`config.mk`:
```
export PLATFORM = sky130hd
export DESIGN_NAME = fetch_control
export DESIGN_NICKNAME = d
export VERILOG_FILES = /design/src/rtl/lc3_pkg.sv /design/src/rtl/fetch_control_wait_counter.sv /design/src/rtl/fetch_control.sv
export SDC_FILE = /design/constraint.sdc
export NUM_CORES = 1
export LEC_CHECK = 0
export CORE_UTILIZATION = 39
export DETAILED_ROUTE_END_ITERATION = 10
export PLACE_DENSITY = 0.79
export SLEW_MARGIN = 20
export SYNTH_ARGS = -nofsm -noshare
export SYNTH_HDL_FRONTEND = slang
export SYNTH_SLANG_ARGS = --single-unit
```
`constraint.sdc`:
```
create_clock -name Clk -period 2.1 [get_ports Clk]
set_input_delay 0.21 -clock Clk [delete_from_list [all_inputs] [get_ports Clk]]
set_output_delay 0.21 -clock Clk [all_outputs]
set_load 0.05 [all_outputs]
```
`src/rtl/lc3_pkg.sv`:
```
// Shared types and constants for the LC-3 instruction-fetch controller.
package lc3_pkg;

  typedef enum logic [2:0] {
    S_HALTED = 3'd0,
    S_FETCH1 = 3'd1,
    S_FETCH2 = 3'd2,
    S_FETCH3 = 3'd3,
    S_PAUSE1 = 3'd4,
    S_PAUSE2 = 3'd5
  } fetch_state_t;

  localparam int MEM_WAIT_DEFAULT = 2;

  typedef struct packed {
    logic gatepc;
    logic gatemdr;
    logic ld_mar;
    logic ld_mdr;
    logic ld_ir;
    logic ld_pc;
    logic mio_en;
    logic pcmux_en;
    logic mem_ce_n;
    logic mem_oe_n;
    logic mem_we_n;
  } ctrl_t;

  // No loads, no bus drivers, SRAM strobes inactive.
  localparam ctrl_t CTRL_IDLE = '{
    gatepc:   1'b0,
    gatemdr:  1'b0,
    ld_mar:   1'b0,
    ld_mdr:   1'b0,
    ld_ir:    1'b0,
    ld_pc:    1'b0,
    mio_en:   1'b0,
    pcmux_en: 1'b0,
    mem_ce_n: 1'b1,
    mem_oe_n: 1'b1,
    mem_we_n: 1'b1
  };

endpackage

```
`src/rtl/fetch_control_wait_counter.sv`:
```
// 4-bit memory-wait counter with synchronous clear, enable and terminal count.
module wait_counter #(
  parameter int MEM_WAIT = 2
) (
  input  logic clk,
  input  logic rst_n,
  input  logic clr_i,
  input  logic en_i,
  output logic tc_o
);

  localparam logic [3:0] TC_VAL = 4'(MEM_WAIT - 1);

  logic [3:0] cnt_q;
  logic [3:0] cnt_d;

  always_comb begin
    cnt_d = cnt_q;
    if (clr_i) begin
      cnt_d = 4'd0;
    end else if (en_i) begin
      cnt_d = cnt_q + 4'd1;
    end
  end

  always_ff @(posedge clk or negedge rst_n) begin
    if (!rst_n) begin
      cnt_q <= 4'd0;
    end else begin
      cnt_q <= cnt_d;
    end
  end

  assign tc_o = (cnt_q == TC_VAL);

endmodule

```
`src/rtl/fetch_control.sv`:
```
// Fetch-sequencing FSM: MAR<=PC/PC<=PC+1, memory read, IR<=MDR, then pause for Continue.
module fetch_control
  import lc3_pkg::*;
#(
  parameter int MEM_WAIT = MEM_WAIT_DEFAULT,
  parameter int CNT_W    = 16
) (
  input  logic             Clk,
  input  logic             Reset,
  input  logic             Run,
  input  logic             Continue,
  output logic             GATEPC,
  output logic             GATEMDR,
  output logic             LD_MAR,
  output logic             LD_MDR,
  output logic             LD_IR,
  output logic             LD_PC,
  output logic             MIO_EN,
  output logic             PCMUX_EN,
  output logic             Mem_CE_N,
  output logic             Mem_OE_N,
  output logic             Mem_WE_N,
  output logic [CNT_W-1:0] Fetch_Count,
  output logic [2:0]       State
);

  fetch_state_t     state_q;
  fetch_state_t     state_d;
  logic [CNT_W-1:0] fetch_count_q;
  logic [CNT_W-1:0] fetch_count_d;
  logic             wait_tc;
  ctrl_t            ctrl;

  wait_counter #(
    .MEM_WAIT (MEM_WAIT)
  ) u_wait_counter (
    .clk   (Clk),
    .rst_n (Reset),
    .clr_i (state_q == S_FETCH1),
    .en_i  (state_q == S_FETCH2),
    .tc_o  (wait_tc)
  );

  always_ff @(posedge Clk or negedge Reset) begin
    if (!Reset) begin
      state_q       <= S_HALTED;
      fetch_count_q <= '0;
    end else begin
      state_q       <= state_d;
      fetch_count_q <= fetch_count_d;
    end
  end

  // Every FETCH3 cycle is exactly one IR load, and FETCH3 always exits.
  assign fetch_count_d = (state_q == S_FETCH3) ? fetch_count_q + 1'b1 : fetch_count_q;

  always_comb begin
    state_d = state_q;
    ctrl    = CTRL_IDLE;
    case (state_q)
      S_HALTED: begin
        if (Run) state_d = S_FETCH1;
      end
      S_FETCH1: begin
        ctrl.gatepc   = 1'b1;
        ctrl.ld_mar   = 1'b1;
        ctrl.ld_pc    = 1'b1;
        ctrl.pcmux_en = 1'b1;
        state_d       = S_FETCH2;
      end
      S_FETCH2: begin
        ctrl.mem_ce_n = 1'b0;
        ctrl.mem_oe_n = 1'b0;
        ctrl.mio_en   = 1'b1;
        ctrl.ld_mdr   = wait_tc;
        if (wait_tc) state_d = S_FETCH3;
      end
      S_FETCH3: begin
        ctrl.gatemdr = 1'b1;
        ctrl.ld_ir   = 1'b1;
        state_d      = S_PAUSE1;
      end
      S_PAUSE1: begin
        if (Continue) state_d = S_PAUSE2;
      end
      S_PAUSE2: begin
        // Waiting for release gives one fetch per press.
        if (!Continue) state_d = S_FETCH1;
      end
      default: begin
        state_d = S_HALTED;
      end
    endcase
  end

  assign GATEPC      = ctrl.gatepc;
  assign GATEMDR     = ctrl.gatemdr;
  assign LD_MAR      = ctrl.ld_mar;
  assign LD_MDR      = ctrl.ld_mdr;
  assign LD_IR       = ctrl.ld_ir;
  assign LD_PC       = ctrl.ld_pc;
  assign MIO_EN      = ctrl.mio_en;
  assign PCMUX_EN    = ctrl.pcmux_en;
  assign Mem_CE_N    = ctrl.mem_ce_n;
  assign Mem_OE_N    = ctrl.mem_oe_n;
  assign Mem_WE_N    = ctrl.mem_we_n;
  assign Fetch_Count = fetch_count_q;
  assign State       = state_q;

endmodule

```
==> run_results.csv, run 1 <==
group,metric,value,unit
final_layout,final_cell_mix,"22 x clkdlybuf4s50_1, 20 x dfrtp_1, 14 x nand2_1, 11 x xnor2_1, 10 x buf_4",
timing,setup_viol,0,
final_layout,drive_gt1_frac,0.179,
worst_hold_path,hold_class,"in -> async",
detailed_routing,via_per_inst,4.96,
cts,cts_resized,0,
floorplan,start_util,0.429,
detailed_routing,drt-total-wl,2.15,mm
global_routing,use_met2,0.253,
cts,cts_num_sinks,23,
global_routing,grt_use_met1,0.214,
synthesis,ys_types,25,
cts,clk_pin_slew,0.13,ns
timing,rsz0062_at_grt,"no",
timing,setup_ws,0.211,ns
final_layout,register_area,579,um2
pwr,ir_drop,0.00109,V
cts,tritoncts,"built",
setup_path,worstPathArrival,1.68,ns
timing,finalCriticalPeriod,1.89,ns
final_layout,fin_util,0.562,
final_layout,n_antenna_cell,0,
setup_path,path_class,"reg -> out",
placed_design,dp_hpwl,1.67,mm
setup_path,worst_ep_required_time,1.89,ns
global_routing,grt_usage,0.159,
cts,ctsRootBufferMaster,"clkbuf_4",
cts,clk_latency,0.31,ns
synthesis,syn_inst,104,
pwr,total_power,1.84,mW
final_layout,fin_nets,142,
final_layout,fillers,226,
floorplan,rows,18,
outcome,status,"finished, final reports clean",
timing,finalCritPeriodShare,0.900,
pwr,p_leak,0.680,nW
timing,fin_skew,0.00721,ns
global_routing,grt_pass1_wl,3.84,mm
synthesis,yosysWarnings,0,
global_routing,first_global_vias,824,
timing,drv_slew,0,
floorplan,coreArea,2590,um2
cts,postCtsSetupBuffers,0,
final_layout,layout_commonest_cell,"clkdlybuf4s50_1",
timing,relSlewSlack,0.628,
floorplan,ios,34,
setup_path,cp_slowest_stage_delay,0.47,ns
global_routing,busiest_layer,"met2",
synthesis,ys_seq_area_frac,0.518,
cts,numCtsBuffers,3,
placed_design,io_buffers,32,
timing,worst_pin_slew,0.554,ns
floorplan,die_h,55.4,um
global_routing,grt_max_degree,13,
detailed_routing,num_vias,814,
detailed_routing,wl_per_cell,13.1,um
final_layout,area_growth,31.0,%
setup_path,slowest_stage,"dfrtp_2",
global_routing,grt_overflow,0,
setup_path,cp-end-kind,"output pin",
setup_path,cp_max_fo,7,
timing,max_freq,529,MHz
setup_path,startpoint_type,"flop",
detailed_routing,initialDrtViolationCount,11,
timing,hold_viol_final,0,
run,drv_cap,0,
synthesis,syn-cell-area,1110,um2
placed_design,place_inst,160,
synthesis,synth_nets,111,
placed_design,place_congestion,0.761,
global_routing,antenna_found_initial,0,
final_layout,multi_input_area,467,um2
cts,clockBufferDepth,2,
cts,ctsHoldBuffers,0,
synthesis,avgSynthCellArea,10.7,um2
synthesis,ys_seq_elements,23,
detailed_routing,drcViolationCount,0,
pwr,cellPowerDensity,1260,nW/um2
floorplan,dieArea,3070,um2
setup_path,path_cells,"nand3b_1 > nor4b_4 > buf_12",
final_layout,final_cells,164,
placed_design,place_ws,0.417,ns
cts,htreeDepth,1,
floorplan,die_width,55.4,um
detailed_routing,antenna_left,0,
detailed_routing,first_pass_iters,3,
global_routing,grtUsageMet3,0.0211,
final cells by class:
class / instances / share of cell area
sequential: 23 / 0.398
multi-input combinational: 66 / 0.321
timing repair buffer: 33 / 0.217
tap: 30 / 0.0258
inverter: 8 / 0.0206
clock buffer: 4 / 0.0181
flip-flops by register name, indices dropped and copies added, names as in the netlist:
| register | cells |
|---|---|
| Fetch_Count | 16 |
| State | 3 |
| u_wait_counter.cnt_q | 4 |
worst max-delay path, delay by kind of cell, from the launching register on:
kind | cells | cell delay, ns
AND/OR/NAND/NOR | 2 | 0.72
flip-flops | 1 | 0.47
buffers and inverters | 1 | 0.18
metrics by stage:
step           setup TNS [ns]  instance area, um2  hold WS, ns
6_report                    0                1460        0.221
5_1_grt                     0                1460        0.266
4_1_cts                     0                1460        0.243
3_5_place_dp                0                1430        0.472
3_3_place_gp                0                1430        0.474
2_1_floorplan          -0.541                1130      -0.0856
synth_stat cells, drive strengths merged:
master | number | share of area
nor4 | 1 | 0.019
buf | 7 | 0.051
or3 | 2 | 0.011
nand3 | 5 | 0.023
nand2 | 14 | 0.047
conb | 1 | 0.0034
a311oi | 1 | 0.0079
a21oi | 2 | 0.0090
dfrtp | 23 | 0.52
or2 | 2 | 0.011
o21ai | 2 | 0.0090
nor2 | 5 | 0.017
ha | 3 | 0.034
xor2 | 4 | 0.032
nor3 | 2 | 0.014
o22ai | 1 | 0.0056
inv | 8 | 0.027
nor4b | 1 | 0.0079
mux2i | 1 | 0.0090
nand3b | 2 | 0.025
xnor2 | 11 | 0.087
nand4 | 6 | 0.034
metal layers:
metal / vias up / wire length, um
li1: 400 / -
met4: 0 / 31
met3: 4 / 56
met1: 394 / 991
met2: 16 / 1070
met5: - / 0
power breakdown:
part           total (mW)  switching [mW]  leakage (nW)  internal (mW)
combinational       0.990           0.669         0.359          0.321
sequential          0.647           0.118         0.306          0.529
clock               0.204           0.130        0.0150         0.0742
total                1.84           0.917         0.680          0.924
path summary, 6_finish.rpt:
check / startpoint / end / slack, ns / cells after the start
setup reg to reg: State[2]$_DFFE_PN0P_ / Fetch_Count[15]$_DFFE_PN0P_ / 0.39 / 4
min in group Clk: Fetch_Count[15]$_DFFE_PN0P_ / Fetch_Count[15]$_DFFE_PN0P_ / 0.49 / 1
setup / recovery: State[2]$_DFFE_PN0P_ / LD_MDR / 0.21 / 3
hold reg to reg: Fetch_Count[15]$_DFFE_PN0P_ / Fetch_Count[15]$_DFFE_PN0P_ / 0.49 / 1
max in group asynchronous: Reset / Fetch_Count[6]$_DFFE_PN0P_ / 1.32 / 2
hold / removal: Reset / State[0]$_DFFE_PN0P_ / 0.22 / 1
kinds of logic (layout without fill, tap and decap cells):
kind of cell    count (synthesis)  in the layout  synth area share
fa+ha+maj                       3              3            0.0338
other cells                     1              1           0.00338
flops                          23             23             0.518
simple gates                   40             40             0.208
compound gates                  6              6            0.0315
mux                             1              1           0.00901
buf+inv                        15             45            0.0777
xor+xnor                       15             15             0.118
Note: power is estimated with default switching activity, not from simulation.
==> run 2, diff against run 1 <==
ABC_AREA = 0   (was unset)
==> results of run 2 <==
No change in the layout: final DEF, timing and power equal those of run 1.
==> run 3, diff against run 2 <==
CORE_UTILIZATION = 40   (was 39)
GPL_TIMING_DRIVEN = 0   (was unset)
PLACE_DENSITY = 0.8   (was 0.79)
RECOVER_POWER = 25   (was unset)
==> run_results.csv, run 3 (synthesized netlist as in run 1, its figures left out) <==
group,metric,value,unit
timing,hold_viol_final,0,
global_routing,grt_overflow,0,
setup_path,cp_max_fo,8,
global_routing,antenna_found_initial,0,
final_layout,final_cell_mix,"21 x clkdlybuf4s50_1, 20 x dfrtp_1, 14 x nand2_1, 11 x xnor2_1, 7 x inv_1",
setup_path,startpoint_type,"flop",
cts,clockBufferDepth,2,
setup_path,worst_ep_required_time,1.89,ns
final_layout,fin_util,0.583,
detailed_routing,antenna_left,0,
detailed_routing,num_vias,822,
run,drv_cap,0,
final_layout,drive_gt1_frac,0.199,
timing,relSlewSlack,0.187,
timing,setup_ws,0.132,ns
placed_design,dp_hpwl,1.62,mm
setup_path,cp_slowest_stage_delay,0.51,ns
setup_path,cp-end-kind,"output pin",
cts,clk_latency,0.31,ns
worst_hold_path,hold_class,"reg -> reg",
final_layout,layout_commonest_cell,"clkdlybuf4s50_1",
floorplan,die_width,54.7,um
cts,cts_num_sinks,23,
pwr,cellPowerDensity,1240,nW/um2
setup_path,path_class,"reg -> out",
global_routing,grt_usage,0.173,
cts,tritoncts,"built",
setup_path,slowest_stage,"dlygate4sd2_1",
timing,worst_pin_slew,1.22,ns
final_layout,area_growth,33.4,%
outcome,status,"finished, final reports clean",
setup_path,path_cells,"nand3b_4 > inv_1 > buf_4 > dlygate4sd2_1",
placed_design,place_ws,-0.0503,ns
timing,finalCritPeriodShare,0.937,
global_routing,grt_pass1_wl,3.63,mm
cts,clk_pin_slew,0.12,ns
floorplan,start_util,0.437,
detailed_routing,initialDrtViolationCount,5,
pwr,p_leak,0.713,nW
global_routing,grt_max_degree,24,
pwr,ir_drop,0.00105,V
floorplan,coreArea,2540,um2
timing,final.setup.tns,0,ns
final_layout,fillers,222,
global_routing,first_global_vias,793,
setup_path,worstPathArrival,1.76,ns
floorplan,rows,18,
timing,fin_skew,0.0125,ns
floorplan,ios,34,
timing,setup_viol,0,
cts,htreeDepth,1,
final_layout,largest_reg_flops,16,
timing,finalCriticalPeriod,1.97,ns
detailed_routing,first_pass_iters,2,
placed_design,io_buffers,32,
floorplan,die_h,54.7,um
final_layout,n_antenna_cell,0,
detailed_routing,wl_per_cell,12.5,um
timing,drv_slew,0,
cts,ctsRootBufferMaster,"clkbuf_4",
cts,numCtsBuffers,3,
timing,rsz0062_at_grt,"no",
timing,max_freq,508,MHz
final_layout,fin_nets,149,
placed_design,place_congestion,0.804,
timing,hold_ws,0.494,ns
detailed_routing,drt-total-wl,2.13,mm
detailed_routing,drcViolationCount,0,
floorplan,dieArea,2990,um2
detailed_routing,via_per_inst,4.81,
setup_path,reg2reg_setup_slack,0.38,ns
[run 3: critical path: cells and delay by family, from the launching register on]
| kind | cells | cell delay, ns |
|---|---|---|
| simple gates | 1 | 0.21 |
| buf+inv | 3 | 0.78 |
| flops | 1 | 0.46 |
[run 3: final timing paths]
kind | depth (start not counted) | end | start
worst max-delay path | 4 | LD_IR | State[2]$_DFFE_PN0P_
worst min-delay path | 1 | Fetch_Count[15]$_DFFE_PN0P_ | Fetch_Count[15]$_DFFE_PN0P_
worst max register to register | 5 | Fetch_Count[15]$_DFFE_PN0P_ | State[2]$_DFFE_PN0P_
worst min register to register | 1 | Fetch_Count[15]$_DFFE_PN0P_ | Fetch_Count[15]$_DFFE_PN0P_
max in group asynchronous | 2 | State[1]$_DFFE_PN0P_ | Reset
min in group asynchronous | 2 | u_wait_counter.cnt_q[3]$_DFFE_PN0P_ | Reset
[run 3: metal layers]
layer	up-vias	wire length, um	global-route usage	share of wire
li1	413	-	-	-
met1	384	982	0.223	0.46
met2	21	1020	0.289	0.48
met3	4	99	0.0250	0.046
met4	0	31	0.0641	0.015
met5	-	0	0	0
[run 3: timing repair]
action                                  in CTS  in global routing
endpoints found under the hold margin        0                 23
setup buffers                                0                  0
endpoints found under the setup margin      10                  7
hold buffers                                 0                  1
gates resized for setup                     19                 13
pin swaps                                    0                  0
[run 3: where the power goes]
group / switching (mW) / internal, mW
Combinational: 0.669 / 0.314
Sequential: 0.119 / 0.529
Clock: 0.134 / 0.0711
[run 3: final cells by class]
cell class                 instances  area, um2  share of cell area
buffer                             7       56.3              0.0380
inverter                           8       30.0              0.0203
timing repair buffer              33        285               0.192
sequential                        23        579               0.391
tap                               30       37.5              0.0253
multi-input combinational         66        467               0.315
clock buffer                       3       22.5              0.0152
clock inverter                     1       5.00             0.00338
[run 3: stage by stage]
stage	cell area [um2]	instances	power [mW]
final	1480	171	1.84
after floorplan	1130	104	1.38
after global placement	1490	166	1.69
after global routing	1480	171	1.96
after CTS	1520	170	1.87
after detailed placement	1490	166	1.71
